==> src/rtl/subtrator_serial.sv <==
// rtl/subtrator_serial.sv - bit-serial unsigned subtractor, LSB first, WIDTH cycles per result
module subtrator_serial #(
  parameter int WIDTH = 8
) (
  input  logic             clk,
  input  logic             rst,
  input  logic             start,
  input  logic [WIDTH-1:0] a,
  input  logic [WIDTH-1:0] b,
  output logic             busy,
  output logic             done,
  output logic [WIDTH-1:0] s,
  output logic             c
);

  localparam int CW = ($clog2(WIDTH + 1) < 1) ? 1 : $clog2(WIDTH + 1);

  typedef enum logic [1:0] {IDLE, RUN, DONE} state_t;

  state_t           r_state;
  state_t           w_state_n;
  logic [WIDTH-1:0] r_a;
  logic [WIDTH-1:0] r_b;
  logic [WIDTH-1:0] r_res;
  logic [WIDTH-1:0] w_res_n;
  logic [WIDTH-1:0] r_s;
  logic             r_c;
  logic             r_bw;
  logic [CW-1:0]    r_cnt;
  logic             w_d;
  logic             w_bw_n;
  logic             w_last;
  logic             w_accept;

  assign w_d      = r_a[0] ^ r_b[0] ^ r_bw;
  assign w_bw_n   = (~r_a[0] & r_b[0]) | (~(r_a[0] ^ r_b[0]) & r_bw);
  assign w_last   = (r_cnt == CW'(WIDTH - 1));
  assign w_accept = (r_state != RUN) && start;

  // Difference bits enter from the MSB so bit 0 ends up in s[0] after WIDTH shifts.
  generate
    if (WIDTH == 1) begin : g_w1
      assign w_res_n = w_d;
    end else begin : g_wn
      assign w_res_n = {w_d, r_res[WIDTH-1:1]};
    end
  endgenerate

  always_ff @(posedge clk or posedge rst) begin
    if (rst) begin
      r_state <= IDLE;
    end else begin
      r_state <= w_state_n;
    end
  end

  always_comb begin
    w_state_n = r_state;
    case (r_state)
      IDLE:    if (start) w_state_n = RUN;
      RUN:     if (w_last) w_state_n = DONE;
      DONE:    w_state_n = start ? RUN : IDLE;
      default: w_state_n = IDLE;
    endcase
  end

  always_ff @(posedge clk or posedge rst) begin
    if (rst) begin
      r_a   <= '0;
      r_b   <= '0;
      r_res <= '0;
      r_bw  <= 1'b0;
      r_cnt <= '0;
      r_s   <= '0;
      r_c   <= 1'b0;
    end else if (w_accept) begin
      r_a   <= a;
      r_b   <= b;
      r_res <= '0;
      r_bw  <= 1'b0;
      r_cnt <= '0;
    end else if (r_state == RUN) begin
      r_a   <= r_a >> 1;
      r_b   <= r_b >> 1;
      r_res <= w_res_n;
      r_bw  <= w_bw_n;
      r_cnt <= r_cnt + CW'(1);
      if (w_last) begin
        r_s <= w_res_n;
        r_c <= w_bw_n;
      end
    end
  end

  assign busy = (r_state == RUN);
  assign done = (r_state == DONE);
  assign s    = r_s;
  assign c    = r_c;

endmodule

==> config.mk <==
export PLATFORM = sky130hd
export DESIGN_NAME = subtrator_serial
export DESIGN_NICKNAME = d
export VERILOG_FILES = /design/src/rtl/subtrator_serial.sv
export SDC_FILE = /design/constraint.sdc
export NUM_CORES = 1
export LEC_CHECK = 0
export ABC_AREA = 1
export CORE_ASPECT_RATIO = 1.1
export CORE_UTILIZATION = 25
export DETAILED_ROUTE_END_ITERATION = 8
export PLACE_DENSITY = 0.54
export SYNTH_ARGS = -nofsm -noshare
export SYNTH_HDL_FRONTEND = slang
export SYNTH_SLANG_ARGS = --single-unit
export TNS_END_PERCENT = 30
==> constraint.sdc <==
create_clock -name clk -period 1.1 [get_ports clk]
set_input_delay 0.11 -clock clk [delete_from_list [all_inputs] [get_ports clk]]
set_output_delay 0.11 -clock clk [all_outputs]
set_load 0.03 [all_outputs]
==> out/qor.yml, run 1 <==
drt:
  routed_wl_mm: 3.38
  drc_errors: 0
  viasPerCell: 4.30
  num_vias: 1332
  postRouteAntennaNets: 0
  firstDrtPassIters: 4
  post_drt_wl_per_cell_um: 10.9
  drtIter0Drc: 30
floorplanning:
  dieArea_um2: 7010
  core_um2: 6310
  start_util_pct: 26.5
  die_h_um: 87.7
  rows: 30
  die_w_um: 79.9
  ios: 30
setup_path:
  cp.arrival_ns: 1.17
  worstSetupPathType: "reg -> out"
  crit_fanout: 2
  critPathLaunchType: "register"
  cp-end-kind: "output pin"
  required_ns: 0.99
  rr_worst_depth: 6
pwr:
  leakagePower_nw: 1.13
  power.density_nw_per_um2: 2760
  peakVddDrop_uv: 1060
  power_mw: 6.45
clock_network:
  cts-htree-levels: 2
  clock_latency_ns: 0.29
  max-clock-path-buffers: 2
  holdBufCountCts: 0
  cts-root-buf: "clkbuf_8"
  clkSlewWorstSetupHoldPaths_ns: 0.07
  tritoncts: "yes"
  cts_sinks: 39
  cts_inserted_buffers: 5
global_route:
  first_global_vias: 1285
  track_usage_pct: 10.5
  antenna_found_initial: 0
  grt_pass1_wl_mm: 5.61
  grt.overflow.total: 0
  grt_max_degree: 40
synthesis:
  ys_types: 20
  synth_top_cell_by_area: "dfrtp_1"
  syn_inst: 176
  synth_warnings: 0
  syn_area_per_cell_um2: 9.48
  synthTopCellsByArea: "dfrtp_1 58%, nand2_1 12%, nand3_1 8.7%"
  synth_top_area_share_pct: 58.5
  ys_seq_elements: 39
  synth_nets: 197
  netlist_area_um2: 1670
  yosysSeqAreaShare_pct: 58.5
run:
  drv_cap: 0
worst_hold_path:
  worstHoldPathType: "in -> async"
sta:
  holdWs_ns: 0.175
  clock-skew-final_ns: 0.00423
  tightest_slew_ns: 0.249
  relSlewSlack_pct: 83.4
  fin_crit_ns: 1.28
  fin_ws_ns: -0.180
  rsz0062_at_grt: "yes"
  max_freq_mhz: 781
  setup_viol: 37
  hold_viol: 0
  min_period_over_period_pct: 116
  slew_viol_final: 0
placed_design:
  dp_cells: 299
  gp_congestion: 0.756
  io_buffers: 29
  dp_slack_ns: -0.222
  dpl.hpwl_mm: 2.30
cells_and_area:
  nNetsFinal: 250
  fillCellCount: 667
  stdcell_count: 310
  syn2layout_area_growth_pct: 40.2
  antenna-diode-count: 0
  drive_gt1_share_pct: 28.7
outcome:
  failed_checks: "negative setup slack"
  outcome: "finished, violations left"
## final timing paths
path                       startpoint  endpoint  slack (ns)
min in group clk                 b[7]    r_b[7]        0.35
min reg2reg                    r_b[7]    r_b[7]        0.48
min                               rst      s[2]        0.17
max reg2reg                  r_cnt[0]         c       -0.12
max in group asynchronous         rst    r_a[1]        0.73
max                        r_state[1]      busy       -0.18
## sequential cells by signal, summed over array words and instances, names as in the netlist
name	flops
r_state	2
s	8
r_cnt	4
r_a	8
c	1
r_b	8
r_bw	1
r_res	7
## layout by cell type (no fill, tap or decap), drive strengths merged
cell type and instances:
a21oi 1, buf 34, nor2 6, inv 18, o21ai 11, nand2 55, dfrtp 39, clkdlybuf4s50 18
fa 1, nand3 29, o22ai 9, clkbuf 8, ha 1
## kinds of logic (layout without fill, tap and decap cells)
kind of cell    count (synthesis)  in the layout  share of synthesized area (%)
simple gates                   90             90                           24.1
buf+inv                        24             78                           6.52
fa+ha+maj                       2              2                           1.95
flops                          39             39                           58.5
compound gates                 21             21                           9.00
## cells in the mapped netlist
cell type / n
nand2_1: 52
dfrtp_1: 39
nand3_1: 29
inv_1: 14
o21ai_2: 9
o22ai_1: 9
nor2_1: 4
buf_2: 3
inv_2: 3
buf_4: 2
nand2_4: 2
o21ai_0: 2
a21oi_1: 1
buf_6: 1
clkinv_1: 1
fa_1: 1
ha_1: 1
nand2_2: 1
nor2_2: 1
nor2_4: 1
## per-layer routing
layer | global-route usage (%) | share of wire (%) | up-vias
li1 | - | - | 673
met1 | 12.4 | 47 | 625
met2 | 17.6 | 46 | 34
met3 | 4.90 | 6.3 | 0
met4 | 1.95 | 0 | 0
met5 | 0 | 0 | -
## critical path, cell delays in order, from the launching register on
cell     delay [ns]
dfrtp_1        0.39
buf_6          0.12
nor2_4         0.13
buf_12         0.13
buf_8          0.11
## timing repair
action                                  in CTS  in global routing
gates resized for setup                     13                  3
endpoints found under the setup margin      39                 40
cloned                                       0                  0
setup buffers                                3                  0
pin swaps                                    3                  0
hold endpoints to repair                     0                  0
## area by class of cell
type | count | area, um2 | area share (%)
Sequential cell | 39 | 976 | 41.7
Multi-Input combinational cell | 113 | 608 | 26.0
Timing Repair Buffer | 52 | 483 | 20.6
Clock buffer | 8 | 100 | 4.28
Tap cell | 80 | 100 | 4.28
Inverter | 18 | 72.6 | 3.10
## metrics by stage
stage / TNS (ns) / util (%) / instance area [um2]
2_1_floorplan: -0.444 / - / 1680
3_3_place_gp: -3.82 / 34.5 / 2180
3_5_place_dp: -4.72 / 34.5 / 2180
4_1_cts: -2.58 / 37.0 / 2340
5_1_grt: -5.17 / 37.1 / 2340
6_report: -2.24 / 37.1 / 2340
## power breakdown
group,internal (mW),total (mW),switching (mW)
registers,2.04,2.35,0.307
clock network,0.572,1.05,0.482
logic,1.36,3.04,1.69
Note: power is estimated with default switching activity, not from simulation.
==> run 2: changes to the inputs <==
CORE_UTILIZATION = 46   (was 25)
CTS_CLUSTER_DIAMETER = 200   (was default)
PLACE_DENSITY = 0.82   (was 0.54)
==> run 2 against run 1 <==
Clock skew rose by 0.0048 ns. Critical path type unchanged. Core utilization increased by 30 points. Highest routed layer is now met4. Cell area decreased by 1.9%. Power decreased by 2.3%. Combinational power increased by 7.2%. Global-route usage increased by 9.6 points. Sequential cell count is the same. The flow still finishes with violations (negative setup slack). Sequential power barely moved. Worst setup slack got worse by 0.016 ns. Register-to-register slack worse by 0.05 ns. Final cell count down 11%. Sequential share of layout area rose by 0.82 points.
==> out/qor.yml, run 2 (synthesized netlist as in run 1, its figures left out) <==
global_route:
  grt_pass1_wl_mm: 5.75  # +2.6%
  grt.overflow.total: 0  # unchanged
  first_global_vias: 1310  # +1.9%
  antenna_found_initial: 0  # unchanged
  track_usage_pct: 20.1  # +9.6 points
  grt_max_degree: 40  # unchanged
setup_path:
  r2r_slack_ns: -0.17  # -0.05 ns
  critPathLaunchType: "register"
  endpoint: "busy"
  worstSetupPathType: "reg -> out"
  rr_worst_depth: 6  # unchanged
  crit_fanout: 3  # +1
  r2r_end: "s[5]"
  setup.worst_path.start: "r_state[0]"
  cp.arrival_ns: 1.19  # +0.02 ns
  r2r_start: "r_cnt[0]"
  cp-end-kind: "output pin"
  required_ns: 0.99  # about the same
pwr:
  p_int_mw: 3.76  # -5.3%
  swShare_pct: 40.2  # +1.9 points
  power.density_nw_per_um2: 2750  # -0.42%
  p_switching_mw: 2.54  # +2.4%
  clock_power_share_pct: 10.8  # -5.5 points
  peakVddDrop_uv: 1340  # +26%
  pwr-share-comb_pct: 51.8  # +4.6 points
  seq_power_share_pct: 37.4  # +0.9 points
  leakagePower_nw: 1.11  # -1.7%
cells_and_area:
  fillCellCount: 299  # -55%
  final_cell_mix: "51 x nand2_1, 39 x dfrtp_1, 29 x nand3_1"
  antenna-diode-count: 0  # unchanged
  syn2layout_area_growth_pct: 37.5
  drive_gt1_share_pct: 29.8  # +1.1 points
  stdcell_count: 276  # -11%
  multi_input_area_um2: 641  # +5.3%
  nNetsFinal: 248  # -0.80%
  final_common_cell: "nand2_1"
  post-route-util_pct: 67.2  # +30 points
  seq_area_um2: 976  # unchanged
placed_design:
  io_buffers: 29  # unchanged
  dp_slack_ns: -0.196  # +0.0263 ns
  dp_cells: 265  # -11%
  gp_congestion: 0.784  # +3.7%
  dpl.hpwl_mm: 2.30  # about the same
worst_hold_path:
  worstHoldPathType: "in -> async"
floorplanning:
  rows: 22  # -27%
  start_util_pct: 48.9  # +22 points
  core_um2: 3410  # -46%
  die_w_um: 59.4  # -26%
  die_h_um: 65.2  # -26%
  dieArea_um2: 3870  # -45%
  ios: 30  # unchanged
sta:
  max_freq_mhz: 772  # -1.2%
  rsz0062_at_grt: "yes"
  fin_crit_ns: 1.30  # +0.0160 ns
  hold_viol: 0  # unchanged
  timing.setup.tns_ns: -2.49  # -0.250 ns
  fin_ws_ns: -0.196  # -0.0160 ns
  tightest_slew_ns: 0.238  # -0.0113 ns
  relSlewSlack_pct: 84.1  # +0.75 points
  clock-skew-final_ns: 0.00898  # +0.00475 ns
  setup_viol: 33  # -11%
  min_period_over_period_pct: 118  # +1.5 points
  slew_viol_final: 0  # unchanged
outcome:
  failed_checks: "negative setup slack"
  outcome: "finished, violations left"
clock_network:
  cts-htree-levels: 2  # unchanged
  cts-root-buf: "clkbuf_4"
  tritoncts: "yes"
  cts_sinks: 39  # unchanged
  max-clock-path-buffers: 2  # unchanged
  clkSlewWorstSetupHoldPaths_ns: 0.11  # +0.04 ns
  clock_latency_ns: 0.33  # +0.04 ns
  cts_inserted_buffers: 5  # unchanged
drt:
  routed_wl_mm: 3.27  # -3.3%
  num_vias: 1372  # +3.0%
  drc_errors: 0  # unchanged
  viasPerCell: 4.97  # +16%
  postRouteAntennaNets: 0  # unchanged
  drtIter0Drc: 36  # +20%
  firstDrtPassIters: 4  # unchanged
  post_drt_wl_per_cell_um: 11.8  # +8.6%
run:
  drv_cap: 0  # unchanged
-- run 2: what timing repair did --
item | 4_1_cts | 5_1_grt
pin swaps | 1 | 1
buffers inserted | 2 | 1
gates cloned | 0 | 0
hold buffers | 0 | 0
resized for setup | 18 | 8
setup endpoints to repair | 39 | 41
-- run 2: per-layer routing --
metal | wire length [um] | track usage (%)
met1 | 1380 | 24.1
met2 | 1730 | 35.1
met3 | 117 | 5.31
met4 | 40 | 5.36
met5 | 0 | 0
-- run 2: worst min path at each step --
| stage | end | slack (ns) | cells past startpoint |
|---|---|---|---|
| after CTS | c | 0.11 | 3 |
| after global placement | r_a[7] | 0.46 | 2 |
| after global routing | r_bw | 0.13 | 3 |
| after floorplan | r_a[7] | 0.23 | 2 |
| final | r_res[1] | 0.11 | 3 |
| after detailed placement | r_b[7] | 0.46 | 2 |
-- run 2: metrics by stage --
step	cell area, um2	hold WS, ns	total power, mW
2_1_floorplan	1680	0.227	4.17
3_3_place_gp	2130	0.459	5.15
3_5_place_dp	2130	0.464	5.27
4_1_cts	2260	0.108	6.19
5_1_grt	2290	0.126	6.82
6_report	2290	0.108	6.30
-- run 2: power groups by stage --
| stage | sequential, mW | clock (mW) | combinational [mW] |
|---|---|---|---|
| 4_1_cts | 2.36 | 0.702 | 3.13 |
| 2_1_floorplan | 2.66 | 0 | 1.51 |
| 3_5_place_dp | 2.40 | 0 | 2.88 |
| 5_1_grt | 2.43 | 0.783 | 3.60 |
| 6_report | 2.36 | 0.682 | 3.26 |
| 3_3_place_gp | 2.37 | 0 | 2.77 |
-- run 2: layout make-up --
cell class,count,share of cell area (%)
multi-input combinational,113,27.9
clock inverter,1,0.218
inverter,18,3.49
sequential,39,42.5
tap,48,2.62
clock buffer,7,1.96
timing repair buffer,50,21.3
-- run 2: worst max-delay path, cell delays in order (launching register included) --
cell and delay, ns:
dfrtp_1 0.39, inv_2 0.05, nor2_4 0.17, buf_12 0.13
buf_8 0.11
==> run 3: changes to the inputs <==
ABC_CLOCK_PERIOD_IN_PS = 1100   (was default)
==> results of run 3 <==
Same layout as run 2: the final DEF is identical, and so are final timing and power.
==> patch 1: new RTL, config.mk and constraints of run 3 <==
The 3 states of `state_t` get a one-hot encoding in 3 bits.
--- a/src/rtl/subtrator_serial.sv
+++ b/src/rtl/subtrator_serial.sv
@@ -15,7 +15,7 @@
 
   localparam int CW = ($clog2(WIDTH + 1) < 1) ? 1 : $clog2(WIDTH + 1);
 
-  typedef enum logic [1:0] {IDLE, RUN, DONE} state_t;
+  typedef enum logic [2:0] {IDLE = 3'b001, RUN = 3'b010, DONE = 3'b100} state_t;
 
   state_t           r_state;
   state_t           w_state_n;
Behaviour: no difference found for any inputs over 10 cycles, from zero or initial values and one cycle with rst high; not proved beyond that.
==> patch 1 against run 3 <==
- sequential cell count increased by 1
- clock skew decreased by 4.8 ps
- wire length is 7.2% higher
- the run still ends with setup timing left
- synthesized area grew 7.1%
- count of clock-buffer cells in the layout decreased by 2
- cell area increased by 8.7%
- hold slack better by 44 ps
- setup slack lost 140 ps
Power is not compared: it rests on default switching activity, and its combinational part moved more than twofold at a synthesized area within 25%.
==> patch 1: results (changes against run 3) <==
* DP Area at 2290 um2 (+7.3%)
* Critical path fanouts, max at 2 (-1)
* Gr usage total at 20.4% (+0.30 points)
* Gate Count Post-Synth at 185 (+5.1%)
* CTS root buf: clkbuf_8
* Post-synthesis sequential area ratio at 56.1% (-2.4 points)
* Setup Skew at 4.22 ps (-4.76 ps)
* Area contributors post-synth: dfrtp_1 (55%), nand2_1 (12%), nand3_1 (6.7%)
* Internal reg-to-reg setup slack at -300 ps (-130 ps)
* Syn Nets at 206 (+4.6%)
* Synth top cells by count: nand2_1 (55), dfrtp_1 (39), nand3_1 (24), inv_1 (18), o21ai_2 (9)
* Final WL at 3.50 mm (+7.2%)
* Final Hold Slack at 152 ps (+44.2 ps)
* Clock-pin slew on the worst setup and hold paths at 80 ps (-30 ps)
* Status: complete, but fails checks
* Via density at 4.97 (about the same)
* Slowest CP cell: dfstp_2
* Nets at 260 (+4.8%)
* Number of global-route vias before repair at 1376 (+5.0%)
* Gp weighted congestion at 0.776 (-1.0%)
* Post-synthesis cell type count at 24 (+20%)
* Post-CTS setup repair buffer count at 3 (+1)
* Place WS at -270 ps (-74.1 ps)
* Leakage power at 0.00126 uW
* Clock latency on the worst-skew pair at 290 ps (-40 ps)
* Routed len/inst at 12.1 um (+2.0%)
* Failing checks: setup timing
* First-pass GRT wire length at 6.08 mm (+5.6%)
* DRT iter0 DRCs at 59 (+64%)
* Max incr delay on CP at 540 ps (+150 ps)
* Slew Limit Headroom at 80.6% (-3.5 points)
* Inst Count DP at 278 (+4.9%)
* Setup TNS at -9640 ps (-7150 ps)
* Final WS setup at -333 ps (-138 ps)
* Setup Viol. Count Final at 42 (+27%)
* Yosys warns at 0 (unchanged)
* Detailed Place HPWL at 2.44 mm (+6.0%)
* Post-cts repair resize count at 17 (-1)
-- patch 1: worst max-delay path: cells and delay by family (launching register included) --
kind | cells | cell delay, ps
simple gates | 1 | 70
buf+inv | 5 | 420
flops | 1 | 540
-- patch 1: path summary, 6_finish.rpt --
check                                             from                     end
worst max-delay path            r_state[0]$_DFFE_PP1P_                    busy
worst min-delay path                               rst      r_a[7]$_DFFE_PP0P_
worst max register to register  r_state[0]$_DFFE_PP1P_    r_res[4]$_DFFE_PP0P_
worst min register to register      r_a[7]$_DFFE_PP0P_      r_a[7]$_DFFE_PP0P_
max in group asynchronous                          rst  r_state[0]$_DFFE_PP1P_
min in group clk                                  a[7]      r_a[7]$_DFFE_PP0P_
-- patch 1: power by group through the flow --
| stage | Sequential, uW | Clock [uW] | Combinational, uW |
|---|---|---|---|
| after floorplan | 1990 | 0 | 842 |
| after global placement | 2000 | 0 | 1260 |
| after detailed placement | 2020 | 0 | 1310 |
| after CTS | 1990 | 1220 | 1480 |
| after global routing | 2020 | 1300 | 1620 |
| final | 1990 | 1180 | 1460 |
-- patch 1: metal layers --
| layer | part of all wire [%] | vias to the layer above | GRT usage, % |
|---|---|---|---|
| met2 | 48 | 42 | 30.6 |
| met1 | 45 | 687 | 27.0 |
| met3 | 5.5 | 5 | 6.32 |
| li1 | - | 707 | - |
| met5 | 0 | - | 0 |
| met4 | 1.5 | 0 | 9.17 |
-- patch 1: cell type report --
cell class,instances,area (um2)
well taps,50,62.6
clock inverters,3,42.5
clock buffers,5,68.8
fillers,305,1190
repair buffers,53,487
flip-flops and latches,40,1000
multi-input cells,117,737
inverters,22,95.1
-- patch 1: kinds of logic after synthesis --
group           Yosys count  synth area share (%)
buf+inv                  29                  8.26
simple gates             92                  25.3
fa+ha+maj                 2                  1.82
compound gates           22                  8.61
flops                    40                  56.1
==> patch 2: new RTL, flow settings as in run 3 <==
Made on the original files. `WIDTH`: 8 -> 4.
--- a/src/rtl/subtrator_serial.sv
+++ b/src/rtl/subtrator_serial.sv
@@ -1,6 +1,6 @@
 // rtl/subtrator_serial.sv - bit-serial unsigned subtractor, LSB first, WIDTH cycles per result
 module subtrator_serial #(
-  parameter int WIDTH = 8
+  parameter int WIDTH = 4
 ) (
   input  logic             clk,
   input  logic             rst,
Interface: changed (resized a, b and s); port bits go from 30 to 18. No check against the original RTL was run, so the function may have changed too.
==> patch 2 against run 3 <==
- the run still ends with setup timing left
- register-to-register slack better by 130 ps
- combinational power down 45%
- sequential cell count down 17
- core utilization down 4.5 points
- wire length down 45%
- sequential power down 43%
- synthesized cell count down 39%
- critical path depth down 1
- synthesized area down 40%
- hold slack better by 37 ps
- sequential share of layout area up 0.91 points
- cell area down 45%
- setup slack better by 84 ps
- total power down 45%
- largest cell class unchanged
- largest power group unchanged
==> patch 2: results (changes against run 3) <==
* Pin count of the biggest net entering global routing at 28 (-30%)
* Non-clock buffers, area share at 18.4% (-2.9 points)
* Post-synthesis sequential area ratio at 54.9% (-3.5 points)
* Nets at 146 (-41%)
* Final WS setup at -112 ps (+83.5 ps)
* Gate Count Post-Synth at 108 (-39%)
* Slew Limit Headroom at 81.2% (-3.0 points)
* Crit path launch: r_state[1]$_DFFE_PP0P_
* Non-CTS buffers at 24 (-52%)
* Number of global-route vias before repair at 767 (-41%)
* Multi-input combinational cell area at 389 um2 (-39%)
* Setup Viol. Count Final at 4 (-88%)
* Power Density at 2750 nW/um2 (+0.11%)
* Failing checks: setup timing
* Place WS at -48.7 ps (+147 ps)
* H-Tree Depth at 1 (-1)
* CLK BUF at 3 (-4)
* Critical path fanouts, max at 2 (-1)
* Non-Filler Instances at 158 (-43%)
* Syn Nets at 122 (-38%)
* Synth top cells by count: nand2_1 (31), nand3_1 (27), dfrtp_1 (22), inv_1 (7), o21ai_1 (4)
* Setup TNS at -260 ps (+2230 ps)
* Filler Cell Count at 179 (-40%)
* DP Area at 1180 um2 (-45%)
* DRT iter0 DRCs at 16 (-56%)
* Gp weighted congestion at 0.747 (-4.7%)
* Post-Syn Area at 1000 um2 (-40%)
* FFs & Latches at 22 (-44%)
* Reg2reg start: r_bw$_DFFE_PP0P_
* Logic inverters at 10 (-8)
* Post-cts repair resize count at 7 (-11)
* Leakage power at 0.000619 uW (-44%)
* Setup Skew at 4.30 ps (-4.68 ps)
* Clock buf/inv share at 1.78% (-0.40 points)
* Sequential share of power at 38.7% (+1.3 points)
* CP arrival at 1100 ps (-90 ps)
* Status: complete, but fails checks
patch 2: cell types whose count changed after synthesis, sizes merged, moves of 2 or more:
| cell | run 3 | this run |
|---|---|---|
| dfrtp | 39 | 22 |
| inv | 17 | 10 |
| nand2 | 55 | 32 |
| nand3 | 29 | 27 |
| nor2 | 6 | 3 |
| o21ai | 11 | 5 |
| o22ai | 9 | 1 |
patch 2: kinds of logic after synthesis:
family	after synthesis	share of synthesized area [%]
AOI/OAI and AO/OA	6	3.12
adders and majority gates	3	4.49
buffers and inverters	15	8.61
DFF	22	54.9
and+or+nand+nor	62	28.8
patch 2: worst max-delay path, cell delays in order, from the launching register on:
cell and delay (ps):
dfrtp_1 440, nor2_4 150, buf_12 110, buf_8 110
patch 2: layer usage:
metal  vias up  wire (um)  track usage (%)
li1        396          -                -
met1       366        832             22.6
met2        22        895             29.9
met3         2         71             4.24
met4         0          9             4.41
met5         -          0                0
